File: src/rtl/booth_pp_accumulator_pkg.sv
// -----------------------------------------------------------------------------
// booth_pp_accumulator_pkg
// Shared definitions for the radix-4 Booth digit stream:
//   - default operand width
//   - bit positions of an encoded digit {neg, one, two} when packed in a vector
//   - accumulator FSM state enumeration
// -----------------------------------------------------------------------------
package booth_pp_accumulator_pkg;

    localparam int N_DEFAULT = 8;

    // Packed digit layout: [DIG_NEG_POS] sign, [DIG_ONE_POS] |d|=1, [DIG_TWO_POS] |d|=2
    localparam int DIG_W       = 3;
    localparam int DIG_TWO_POS = 0;
    localparam int DIG_ONE_POS = 1;
    localparam int DIG_NEG_POS = 2;

    typedef enum logic [1:0] {
        ST_IDLE  = 2'd0,
        ST_ACCUM = 2'd1,
        ST_DONE  = 2'd2
    } state_t;

endpackage

File: src/rtl/booth_digit_decode.sv
// -----------------------------------------------------------------------------
// booth_digit_decode
// Combinational decode of one radix-4 Booth digit into a 2N-bit signed
// partial product in {0, +md, -md, +2md, -2md}.
// Ports:
//   md      in  N    signed multiplicand
//   neg     in  1    digit sign (1 = negative)
//   one     in  1    digit magnitude 1
//   two     in  1    digit magnitude 2
//   term    out 2N   signed partial product (unshifted)
//   illegal out 1    one and two both set; term forced to 0
// -----------------------------------------------------------------------------
module booth_digit_decode #(
    parameter int N = 8
) (
    input  logic [N-1:0]   md,
    input  logic           neg,
    input  logic           one,
    input  logic           two,
    output logic [2*N-1:0] term,
    output logic           illegal
);

    logic [2*N-1:0] md_ext_s;
    logic [2*N-1:0] mag_s;

    // Magnitude select and sign application; 2N bits hold +/-2*md without overflow.
    always_comb begin
        md_ext_s = {{N{md[N-1]}}, md};
        mag_s    = '0;
        illegal  = one & two;
        if (one && two) begin
            mag_s = '0;
        end else if (two) begin
            mag_s = md_ext_s << 1;
        end else if (one) begin
            mag_s = md_ext_s;
        end else begin
            mag_s = '0;
        end
        // Negating zero yields zero, so a negative zero digit adds nothing.
        if (neg) begin
            term = '0 - mag_s;
        end else begin
            term = mag_s;
        end
    end

endmodule

File: src/rtl/booth_pp_accumulator.sv
// -----------------------------------------------------------------------------
// booth_pp_accumulator
// Accepts N/2 radix-4 Booth digits LSB-first and accumulates the product of a
// captured signed multiplicand into a 2N-bit two's-complement result.
// Ports:
//   clk         in   1    clock, rising edge
//   reset       in   1    asynchronous active-high reset
//   start       in   1    begin a new multiplication (honoured in IDLE/DONE)
//   md          in   N    signed multiplicand, captured on accepted start
//   dig_valid   in   1    encoded digit present
//   dig_neg     in   1    digit sign
//   dig_one     in   1    digit magnitude 1
//   dig_two     in   1    digit magnitude 2
//   dig_ready   out  1    digit accepted this cycle when valid (ACCUM)
//   busy        out  1    operation in progress (ACCUM)
//   prod        out  2N   final product, updated only on completion
//   prod_valid  out  1    one-cycle strobe when prod is new
//   err         out  1    sticky illegal-digit flag, cleared by start
// -----------------------------------------------------------------------------
module booth_pp_accumulator
    import booth_pp_accumulator_pkg::*;
#(
    parameter int N = N_DEFAULT
) (
    input  logic           clk,
    input  logic           reset,
    input  logic           start,
    input  logic [N-1:0]   md,
    input  logic           dig_valid,
    input  logic           dig_neg,
    input  logic           dig_one,
    input  logic           dig_two,
    output logic           dig_ready,
    output logic           busy,
    output logic [2*N-1:0] prod,
    output logic           prod_valid,
    output logic           err
);

    localparam int              KW     = $clog2(N / 2) + 1;
    localparam logic [KW-1:0]   K_LAST = KW'(N / 2 - 1);
    localparam logic [KW-1:0]   K_ONE  = KW'(1);

    state_t         state_r;
    state_t         state_nx_s;
    logic [N-1:0]   md_r;
    logic [2*N-1:0] acc_r;
    logic [KW-1:0]  k_r;
    logic [2*N-1:0] prod_r;
    logic           prod_valid_r;
    logic           err_r;
    logic           busy_r;

    logic [DIG_W-1:0] dig_s;
    logic [2*N-1:0]   term_s;
    logic             illegal_s;
    logic [2*N-1:0]   shifted_s;
    logic [2*N-1:0]   acc_nx_s;
    logic             start_ok_s;
    logic             transfer_s;
    logic             last_s;

    // Pack the digit strobes into the shared digit layout.
    always_comb begin
        dig_s              = '0;
        dig_s[DIG_NEG_POS] = dig_neg;
        dig_s[DIG_ONE_POS] = dig_one;
        dig_s[DIG_TWO_POS] = dig_two;
    end

    booth_digit_decode #(.N(N)) u_decode (
        .md      (md_r),
        .neg     (dig_s[DIG_NEG_POS]),
        .one     (dig_s[DIG_ONE_POS]),
        .two     (dig_s[DIG_TWO_POS]),
        .term    (term_s),
        .illegal (illegal_s)
    );

    // Handshake qualifiers and the weighted accumulation for the current digit.
    always_comb begin
        start_ok_s = start && (state_r != ST_ACCUM);
        transfer_s = dig_valid && (state_r == ST_ACCUM);
        last_s     = transfer_s && (k_r == K_LAST);
        // Digit k carries weight 4^k, i.e. a left shift by 2k.
        shifted_s  = term_s << {k_r, 1'b0};
        acc_nx_s   = acc_r + shifted_s;
    end

    // Next-state logic.
    always_comb begin
        state_nx_s = state_r;
        case (state_r)
            ST_IDLE: begin
                if (start) begin
                    state_nx_s = ST_ACCUM;
                end else begin
                    state_nx_s = ST_IDLE;
                end
            end
            ST_ACCUM: begin
                if (last_s) begin
                    state_nx_s = ST_DONE;
                end else begin
                    state_nx_s = ST_ACCUM;
                end
            end
            ST_DONE: begin
                if (start) begin
                    state_nx_s = ST_ACCUM;
                end else begin
                    state_nx_s = ST_IDLE;
                end
            end
            default: begin
                state_nx_s = ST_IDLE;
            end
        endcase
    end

    // State register plus registered busy flag tracking ACCUM.
    always_ff @(posedge clk or posedge reset) begin
        if (reset) begin
            state_r <= ST_IDLE;
            busy_r  <= 1'b0;
        end else begin
            state_r <= state_nx_s;
            busy_r  <= (state_nx_s == ST_ACCUM);
        end
    end

    // Operand capture, accumulator, digit counter, result and error flag.
    always_ff @(posedge clk or posedge reset) begin
        if (reset) begin
            md_r         <= '0;
            acc_r        <= '0;
            k_r          <= '0;
            prod_r       <= '0;
            prod_valid_r <= 1'b0;
            err_r        <= 1'b0;
        end else begin
            if (start_ok_s) begin
                md_r  <= md;
                acc_r <= '0;
                k_r   <= '0;
                err_r <= 1'b0;
            end else if (transfer_s) begin
                acc_r <= acc_nx_s;
                if (last_s) begin
                    k_r <= '0;
                end else begin
                    k_r <= k_r + K_ONE;
                end
                // Illegal digits still advance k; they only raise the flag.
                if (illegal_s) begin
                    err_r <= 1'b1;
                end else begin
                    err_r <= err_r;
                end
            end else begin
                acc_r <= acc_r;
            end
            // prod only ever takes the completed sum, never a partial one.
            prod_valid_r <= last_s;
            if (last_s) begin
                prod_r <= acc_nx_s;
            end else begin
                prod_r <= prod_r;
            end
        end
    end

    assign dig_ready  = busy_r;
    assign busy       = busy_r;
    assign prod       = prod_r;
    assign prod_valid = prod_valid_r;
    assign err        = err_r;

endmodule

File: config.mk
export PLATFORM = sky130hd
export DESIGN_NAME = booth_pp_accumulator
export DESIGN_NICKNAME = d
export VERILOG_FILES = /design/src/rtl/booth_pp_accumulator_pkg.sv /design/src/rtl/booth_digit_decode.sv /design/src/rtl/booth_pp_accumulator.sv
export SDC_FILE = /design/constraint.sdc
export NUM_CORES = 1
export LEC_CHECK = 0
export BUFFER_PORTS_ARGS = -buffer_cell sky130_fd_sc_hd__buf_2
export CORE_MARGIN = 1
export CORE_UTILIZATION = 61
export CTS_BUF_LIST = sky130_fd_sc_hd__clkbuf_16
export DETAILED_ROUTE_END_ITERATION = 10
export GPL_TIMING_DRIVEN = 0
export PLACE_DENSITY = 0.79
export SETUP_SLACK_MARGIN = 0.3
export SYNTH_ARGS = -nofsm -noshare
export SYNTH_HDL_FRONTEND = slang
export SYNTH_SLANG_ARGS = --single-unit
File: constraint.sdc
create_clock -name clk -period 6.75 [get_ports clk]
set_input_delay 0.675 -clock clk [delete_from_list [all_inputs] [get_ports clk]]
set_output_delay 0.675 -clock clk [all_outputs]
set_load 0.01 [all_outputs]
==> impl_metrics.yaml, run 1 <==
yosys:
  netlist_top_cells_area: "dfrtp_1 (36%), ha_1 (7.1%), nand2_1 (6.3%)"
  yosysSeqAreaShare: 0.358
  ys_ff_latch: 48
  synth.most_common_cell: "nand2_1"
  synth_common_cells: "nand2_1 (56), dfrtp_1 (48), nor2_1 (33)"
  yosysUniqueCellTypes: 61
  synthesis.nets: 399
  synth_top_cell_by_area: "dfrtp_1"
  async_reset_ff_frac: 1.00
  yosys.area.top_type_share: 0.358
  syn_area_per_cell_um2: 9.21
  synth_edf_count: 0
  yosysWarnings: 0
  ys_dominant_reg_cell: "dfrtp_1"
  syn_inst: 364
  synth_area_um2: 3350
outcome:
  status: "finished clean"
pwr:
  clkPwrFrac: 0.143
  internal-power_mw: 1.10
  p_sw_mw: 0.883
  p_per_area_nw_per_um2: 523
  power_frac_comb: 0.598
  p_sw_frac: 0.445
  power.total_mw: 1.99
  seq_power_share: 0.258
  vdd_drop_max_uv: 264
  p_leak_nw: 1.83
grt:
  grt_usage: 0.290
  grt_max_degree: 28
  grt_pass1_wl_um: 13400
  grt_pass1_vias: 2836
  grt_remaining_overflow: 0
  antenna_found_initial: 0
cts:
  path_clk_slew_ps: 70
  clockBufferDepth: 2
  cts_buffers: 5
  cts_num_sinks: 48
  cts_setup_buffers: 0
  root_buffer: "clkbuf_16"
  ctsResizeCount: 0
  ctsHoldBuffers: 0
  clk_latency_ps: 290
  tritoncts: "yes"
  h-tree-depth: 2
placed_design:
  dpl.hpwl_um: 5750
  gp_congestion: 0.890
  io_buffers: 34
  dpl.cell_count: 469
setup_path:
  crit_family: "compound AO/OA/AOI/OAI gates"
  path_depth: 20
  path_buf_inv: 2
  start_kind: "input pin"
  path_class: "in2reg"
  max_stage_delay_ps: 330
  cp.required_ps: 6930
  crit_chain: "buf_2 -> nor2b_1 -> buf_4 -> a22oi_1 -> ha_1 -> o221ai_1 -> nor3_1 -> nand3b_1 -> o21ai_0 -> a211o_1 -> mux2_2 -> nor2_1 -> ha_1 -> a2111oi_2 -> o21ai_1 -> a41o_1 -> a31o_2 -> a31oi_4 -> xnor3_1 -> mux2_2"
  crit_fanout: 8
  endpoint_kind: "register"
  worstRegToRegCells: 17
  slowest_stage: "xnor3_1"
  cp.arrival_ps: 5250
route:
  drc: 0
  drtIter0Drc: 252
  wl_um: 7600
  dr.pass1.iters: 4
  wire_per_inst_um: 15.9
  route.vias.total: 2828
  routed_via_density: 5.93
  antenna_left: 0
timing:
  post-route-period-util: 0.752
  rsz0062_at_grt: "no"
  timing.final.crit_period_ps: 5070
  max_freq_mhz: 197
  drv_slew: 0
  finalClockSkew_ps: 9.37
  tightest_slew_ps: 550
  max-slew-margin-rel: 0.633
  setup_viol: 0
  hold_violations: 0
  setup_tns_ps: 0
final_layout:
  area_delta_synth_final_pct: 13.3
  fin_nets: 441
  drive_above_1_share: 0.201
  stdcell_count: 477
  fillers: 420
  ff_latch_area_um2: 1200
  diodes: 0
  multi_input_area_um2: 2000
flow_run:
  drv_cap: 0
floorplan:
  die_w_um: 76.1
  core_area_um2: 5200
  die_area_um2: 5790
  die_h_um: 76.1
  io-pin-count: 35
  start_util: 0.644
  placement_rows: 26
min_path:
  hold_class: "in2async"
[through the flow]
stage          instance area [um^2]   util  setup slack (ps)  hold WS [ps]
3_3_place_gp                   3610  0.693              1460           453
3_5_place_dp                   3630  0.697              1390           458
5_1_grt                        3800  0.729              1300           460
4_1_cts                        3800  0.729              1680           434
6_report                       3800  0.729              1680           411
2_1_floorplan                  3350      -              2020           457
[power groups by stage]
| stage | sequential, mW | clock, mW | combinational (mW) |
|---|---|---|---|
| 2_1_floorplan | 0.523 | 0 | 0.880 |
| 3_3_place_gp | 0.511 | 0 | 1.13 |
| 3_5_place_dp | 0.516 | 0 | 1.16 |
| 4_1_cts | 0.512 | 0.289 | 1.18 |
| 5_1_grt | 0.532 | 0.298 | 1.32 |
| 6_report | 0.513 | 0.284 | 1.19 |
[placed cells by master (no fill, tap or decap), types with 4 or more instances in the layout]
| cell type | count |
|---|---|
| a21oi_1 | 17 |
| a31oi_1 | 6 |
| nor2_1 | 33 |
| buf_2 | 34 |
| clkbuf_16 | 5 |
| a211oi_1 | 5 |
| o21ai_0 | 16 |
| dfrtp_1 | 48 |
| clkbuf_1 | 9 |
| nor2b_1 | 5 |
| xnor2_1 | 13 |
| a21o_1 | 4 |
| mux2_2 | 13 |
| ha_1 | 19 |
| mux2i_1 | 5 |
| inv_1 | 12 |
| nor3_1 | 9 |
| xor2_1 | 5 |
| o22ai_1 | 5 |
| nand2_1 | 56 |
| a22o_1 | 16 |
[flip-flops by register name, summed over array words and instances (netlist names)]
name / cells
state_r: 2
busy: 1
prod: 16
k_r: 3
err: 1
acc_r: 16
md_r: 8
prod_valid: 1
[worst paths after layout]
path                          start        to  slack, ps
setup reg to reg            md_r[0]  prod[15]       1980
hold / removal                reset    k_r[1]        410
setup / recovery            dig_two  prod[15]       1680
max in group asynchronous     reset  prod[10]       5820
hold reg to reg            prod[11]  prod[11]        470
min in group clk           prod[11]  prod[11]        470
[cells by family after synthesis]
logic type / share of synthesized area
flip-flops: 0.358
multiplexers: 0.0631
AND/OR/NAND/NOR: 0.170
adder cells (fa/ha/maj): 0.0769
buffers and inverters: 0.0448
XOR/XNOR: 0.0538
AO/OA/AOI/OAI: 0.233
[layout make-up]
cell class / instances / area share
multi-input cells: 287 / 0.527
flip-flops and latches: 48 / 0.316
repair buffers: 35 / 0.0501
clock buffers: 5 / 0.0330
plain buffers: 15 / 0.0257
well taps: 70 / 0.0231
inverters: 14 / 0.0138
clock inverters: 3 / 0.0112
[metal layers]
metal	wire length [um]	up-vias	track usage
met5	0	-	0
met4	145	0	0.0885
met3	283	13	0.0455
met2	3590	64	0.483
met1	3590	1348	0.391
li1	-	1403	-
No activity file was read; power rests on OpenSTA's default activity.
==> run 2: changes to the inputs <==
- CORE_UTILIZATION: 61 -> 54
- PLACE_DENSITY: 0.79 -> 0.74
- clock period: 6.75 -> 4.4 ns (I/O delays scaled with it)
==> run 2 against run 1 <==
Effect of this change:
- via count is 6.1% higher
- sequential power is 56% higher
- flip-flop and latch count stayed put
- clock skew is 2.3 ps lower
- combinational power is 78% higher
- first-iteration DRC count is 22% higher
- setup slack worse by 1300 ps
- worst hold slack worse by 240 ps
- utilization is 3.5 points lower
- cell count is 6.5% higher
- sequential share of layout area is 2.6 points lower
- largest cell class unchanged
- highest routed layer unchanged
==> impl_metrics.yaml, run 2 (synthesis gave the netlist of run 1 again) <==
grt:
  grt_remaining_overflow: 0
  grt_max_degree: 30
  busiest_layer: "met2"
  grt_usage: 0.275
  gr-usage-met3: 0.0303
  grt_use_met1: 0.376
  use_met2: 0.461
  grt_pass1_vias: 2815
  grt_pass1_wl_um: 13700
  antenna_found_initial: 0
floorplan:
  die_h_um: 80.8
  core_area_um2: 5960
  die_w_um: 80.8
  start_util: 0.563
  io-pin-count: 35
  die_area_um2: 6520
  placement_rows: 28
cts:
  root_buffer: "clkbuf_16"
  clockBufferDepth: 2
  cts_buffers: 5
  cts_num_sinks: 48
  clk_latency_ps: 290
  h-tree-depth: 2
  path_clk_slew_ps: 70
  tritoncts: "yes"
timing:
  hold_violations: 0
  rsz0062_at_grt: "yes"
  finalClockSkew_ps: 7.11
  setup_viol: 0
  setup_slack_ps: 341
  timing.final.crit_period_ps: 4060
  max_freq_mhz: 246
  max-slew-margin-rel: 0.634
  drv_slew: 0
  tightest_slew_ps: 548
  post-route-period-util: 0.923
pwr:
  seq_power_share: 0.242
  vdd_drop_max_uv: 422
  p_sw_mw: 1.46
  p_per_area_nw_per_um2: 797
  p_sw_frac: 0.443
  clkPwrFrac: 0.114
  p_leak_nw: 1.97
  internal-power_mw: 1.84
  power_frac_comb: 0.644
final_layout:
  area_delta_synth_final_pct: 23.5
  final_cell_mix: "nand2_1 (55), dfrtp_1 (46), buf_2 (32), nor2_1 (31), buf_4 (29)"
  diodes: 0
  drive_above_1_share: 0.293
  stdcell_count: 508
  mostFrequentLayoutCell: "nand2_1"
  fillers: 486
  fin_nets: 467
setup_path:
  crit_fanout: 5
  cp.arrival_ps: 4230
  endpoint_kind: "register"
  reg2reg_from: "md_r[0]"
  max_stage_delay_ps: 290
  crit_top_cell: "mux2_4"
  cp-startpoint: "dig_two"
  slowest_stage: "mux2_4"
  cp.required_ps: 4570
  start_kind: "input pin"
  crit_chain: "buf_8 -> nor2b_1 -> buf_4 -> a22oi_2 -> ha_2 -> o221ai_4 -> nor3_2 -> nand3b_1 -> o21ai_1 -> a211o_1 -> mux2_4 -> nor2_4 -> ha_4 -> buf_6 -> a21oi_2 -> nand2_1 -> a41o_1 -> a31o_4 -> a31oi_4 -> xnor3_1 -> mux2_4"
  crit_family: "compound AO/OA/AOI/OAI gates"
  path_buf_inv: 3
  path_class: "in2reg"
route:
  dr.pass1.iters: 4
  drtIter0Drc: 307
  routed_via_density: 5.91
  drc: 0
  route.vias.total: 3000
  wire_per_inst_um: 16.6
  wl_um: 8440
  antenna_left: 0
placed_design:
  io_buffers: 34
  pre_cts_ws_ps: -304
  dpl.cell_count: 474
  gp_congestion: 0.912
  dpl.hpwl_um: 6020
outcome:
  status: "finished clean"
min_path:
  hold_class: "in2async"
flow_run:
  drv_cap: 0
## run 2: changes by cell type in the layout (fill, tap and decap cells not counted), sizes merged
cell,delta
inv,+1
bufinv,-1
buf,+27
clkbuf,-1
## run 2: per-stage QoR
step | area [um^2] | hold slack (ps) | total power, mW | utilization | TNS [ps]
floorplan | 3390 | 457 | 2.18 | - | 0
global placement | 3660 | 452 | 2.56 | 0.614 | -451
detailed placement | 3680 | 457 | 2.61 | 0.617 | -583
CTS | 4020 | 187 | 3.15 | 0.675 | 0
global route | 4140 | 211 | 3.54 | 0.695 | 0
finish | 4140 | 174 | 3.30 | 0.695 | 0
## run 2: cell type report
type / instances / area (um^2) / area share
plain buffers: 15 / 98.8 / 0.0239
clock buffers: 5 / 125 / 0.0302
clock inverters: 3 / 15.0 / 0.00363
inverters: 14 / 52.6 / 0.0127
multi-input cells: 287 / 2150 / 0.519
flip-flops and latches: 48 / 1200 / 0.291
well taps: 75 / 93.8 / 0.0227
repair buffers: 61 / 402 / 0.0971
## run 2: metal layers
metal | share of wire | up-vias | wire (um)
li1 | - | 1451 | -
met1 | 0.46 | 1444 | 3850
met2 | 0.48 | 86 | 4060
met3 | 0.041 | 19 | 342
met4 | 0.022 | 0 | 184
met5 | 0 | - | 0
## run 2: path summary, 6_finish.rpt
check	endpoint	slack [ps]	cells past startpoint
setup / recovery	prod[15]	340	21
hold / removal	busy	170	2
setup reg to reg	prod[15]	340	18
hold reg to reg	prod[6]	470	2
max in group asynchronous	acc_r[13]	3720	3
min in group clk	err	370	2
## run 2: repair_timing
| item | CTS | global route |
|---|---|---|
| gates resized for setup | 16 | 15 |
| setup endpoints to repair | 4 | 9 |
| endpoints found under the hold margin | 0 | 0 |
| buffers inserted | 18 | 8 |
| pin swaps | 12 | 18 |
| gates cloned | 0 | 0 |
| hold buffers | 0 | 0 |
## run 2: power by group through the flow
stage                     Combinational [mW]  Sequential (mW)  Clock (mW)
final                                   2.12            0.799       0.374
after detailed placement                1.82            0.794           0
after global routing                    2.33            0.821       0.393
after CTS                               1.97            0.794       0.382
after floorplan                         1.38            0.803           0
after global placement                  1.77            0.787           0
==> run 3: changes to the inputs <==
- RECOVER_POWER: not set -> 25
==> run 3 against run 2 <==
Effect of this change:
- global-route usage did not move
- setup slack barely moved
- clock power barely moved
- critical path type unchanged
- critical endpoint unchanged
- largest cell class unchanged
==> impl_metrics.yaml, run 3 (synthesis gave the netlist of run 1 again) <==
floorplan:
  start_util: 0.563
  io-pin-count: 35
  die_w_um: 80.8
  die_h_um: 80.8
  die_area_um2: 6520
  core_area_um2: 5960
  placement_rows: 28
final_layout:
  final_cell_mix: "nand2_1 (55), dfrtp_1 (46), buf_2 (32), nor2_1 (31), buf_4 (29)"
  area_delta_synth_final_pct: 23.0
  mostFrequentLayoutCell: "nand2_1"
  multi_input_area_um2: 2150
  fin_nets: 467
  stdcell_count: 508
  fillers: 489
  ff_latch_area_um2: 1200
  diodes: 0
  drive_above_1_share: 0.289
setup_path:
  worstRegToRegCells: 18
  path_class: "in2reg"
  r2r-end: "prod[15]"
  crit_fanout: 5
  endpoint_kind: "register"
  cp.required_ps: 4570
  reg2reg_from: "md_r[0]"
  r2r_slack_ps: 340
  cp.arrival_ps: 4230
  start_kind: "input pin"
timing:
  rsz0062_at_grt: "yes"
  hold_violations: 0
  max-slew-margin-rel: 0.0132
  drv_slew: 0
  post-route-period-util: 0.923
  finalClockSkew_ps: 7.11
  tightest_slew_ps: 1480
  timing.final.crit_period_ps: 4060
  max_freq_mhz: 246
  setup_viol: 0
placed_design:
  dpl.cell_count: 474
  gp_congestion: 0.912
  io_buffers: 34
  dpl.hpwl_um: 6020
route:
  antenna_left: 0
  drc: 0
  dr.pass1.iters: 4
  routed_via_density: 5.90
  wire_per_inst_um: 16.6
  route.vias.total: 2999
  drtIter0Drc: 307
  wl_um: 8460
grt:
  grt_usage: 0.275
  grt_remaining_overflow: 0
  grt_pass1_vias: 2815
  grt_max_degree: 30
  grt_pass1_wl_um: 13700
  antenna_found_initial: 0
cts:
  ctsHoldBuffers: 0
  root_buffer: "clkbuf_16"
  cts_buffers: 5
  clockBufferDepth: 2
  h-tree-depth: 2
  path_clk_slew_ps: 70
  cts_num_sinks: 48
  tritoncts: "yes"
  clk_latency_ps: 290
pwr:
  clkPwrFrac: 0.113
  power.total_mw: 3.30
  internal-power_mw: 1.83
  vdd_drop_max_uv: 423
  p_per_area_nw_per_um2: 800
  seq_power_share: 0.242
  p_leak_nw: 1.97
  p_sw_mw: 1.46
  power_frac_comb: 0.644
  p_sw_frac: 0.444
flow_run:
  drv_cap: 0
min_path:
  hold_class: "in2async"
outcome:
  status: "finished clean"
## run 3: cell type report
| cell class | count | share of cell area |
|---|---|---|
| plain buffers | 15 | 0.0240 |
| clock buffers | 5 | 0.0304 |
| clock inverters | 3 | 0.00364 |
| inverters | 14 | 0.0128 |
| multi-input cells | 287 | 0.521 |
| flip-flops and latches | 48 | 0.292 |
| well taps | 75 | 0.0228 |
| repair buffers | 61 | 0.0935 |
## run 3: timing repair
action                                  4_1_cts  5_1_grt
resized for setup                            16       15
pin swaps                                    12       18
setup buffers                                18        8
endpoints found under the setup margin        4        9
hold endpoints to repair                      0        0
## run 3: metrics by stage
stage / setup slack (ps) / hold slack [ps] / utilization / cell area, um^2 / setup TNS (ps)
2_1_floorplan: 252 / 457 / - / 3390 / 0
3_3_place_gp: -261 / 452 / 0.614 / 3660 / -451
3_5_place_dp: -304 / 457 / 0.617 / 3680 / -583
4_1_cts: 219 / 187 / 0.675 / 4020 / 0
5_1_grt: 185 / 372 / 0.692 / 4120 / 0
6_report: 341 / 306 / 0.692 / 4120 / 0
## run 3: per-layer routing
layer  wire, um  GRT usage
met2       4060      0.461
met4        187     0.0768
met3        356     0.0303
met1       3850      0.376
met5          0          0
## run 3: how the worst max path moves through the flow
stage	endpoint	from	slack (ps)	cells past startpoint
6_report	prod[15]	dig_two	340	21
5_1_grt	prod[15]	md_r[0]	180	18
4_1_cts	prod[15]	dig_two	220	20
3_5_place_dp	prod[15]	dig_two	-300	20
3_3_place_gp	prod[15]	dig_two	-260	20
2_1_floorplan	prod[15]	dig_two	250	19
## run 3: power by group through the flow
| stage | Clock [mW] | Sequential, mW | Combinational [mW] |
|---|---|---|---|
| 2_1_floorplan | 0 | 0.803 | 1.38 |
| 3_3_place_gp | 0 | 0.787 | 1.77 |
| 3_5_place_dp | 0 | 0.794 | 1.82 |
| 4_1_cts | 0.382 | 0.794 | 1.97 |
| 5_1_grt | 0.393 | 0.821 | 2.33 |
| 6_report | 0.374 | 0.798 | 2.13 |
## run 3: worst max-delay path: stages
cell      delay [ps]
buf_8            100
nor2b_1          120
buf_4            130
a22oi_2          190
ha_2             240
o221ai_4         120
nor3_2           210
nand3b_1         160
o21ai_1           70
a211o_1          250
mux2_4           290
nor2_4           120
ha_4             230
buf_6            130
a21oi_2          140
nand2_1           90
a41o_1           290
a31o_4           240
a31oi_4          180
xnor3_1          230
mux2_4           260
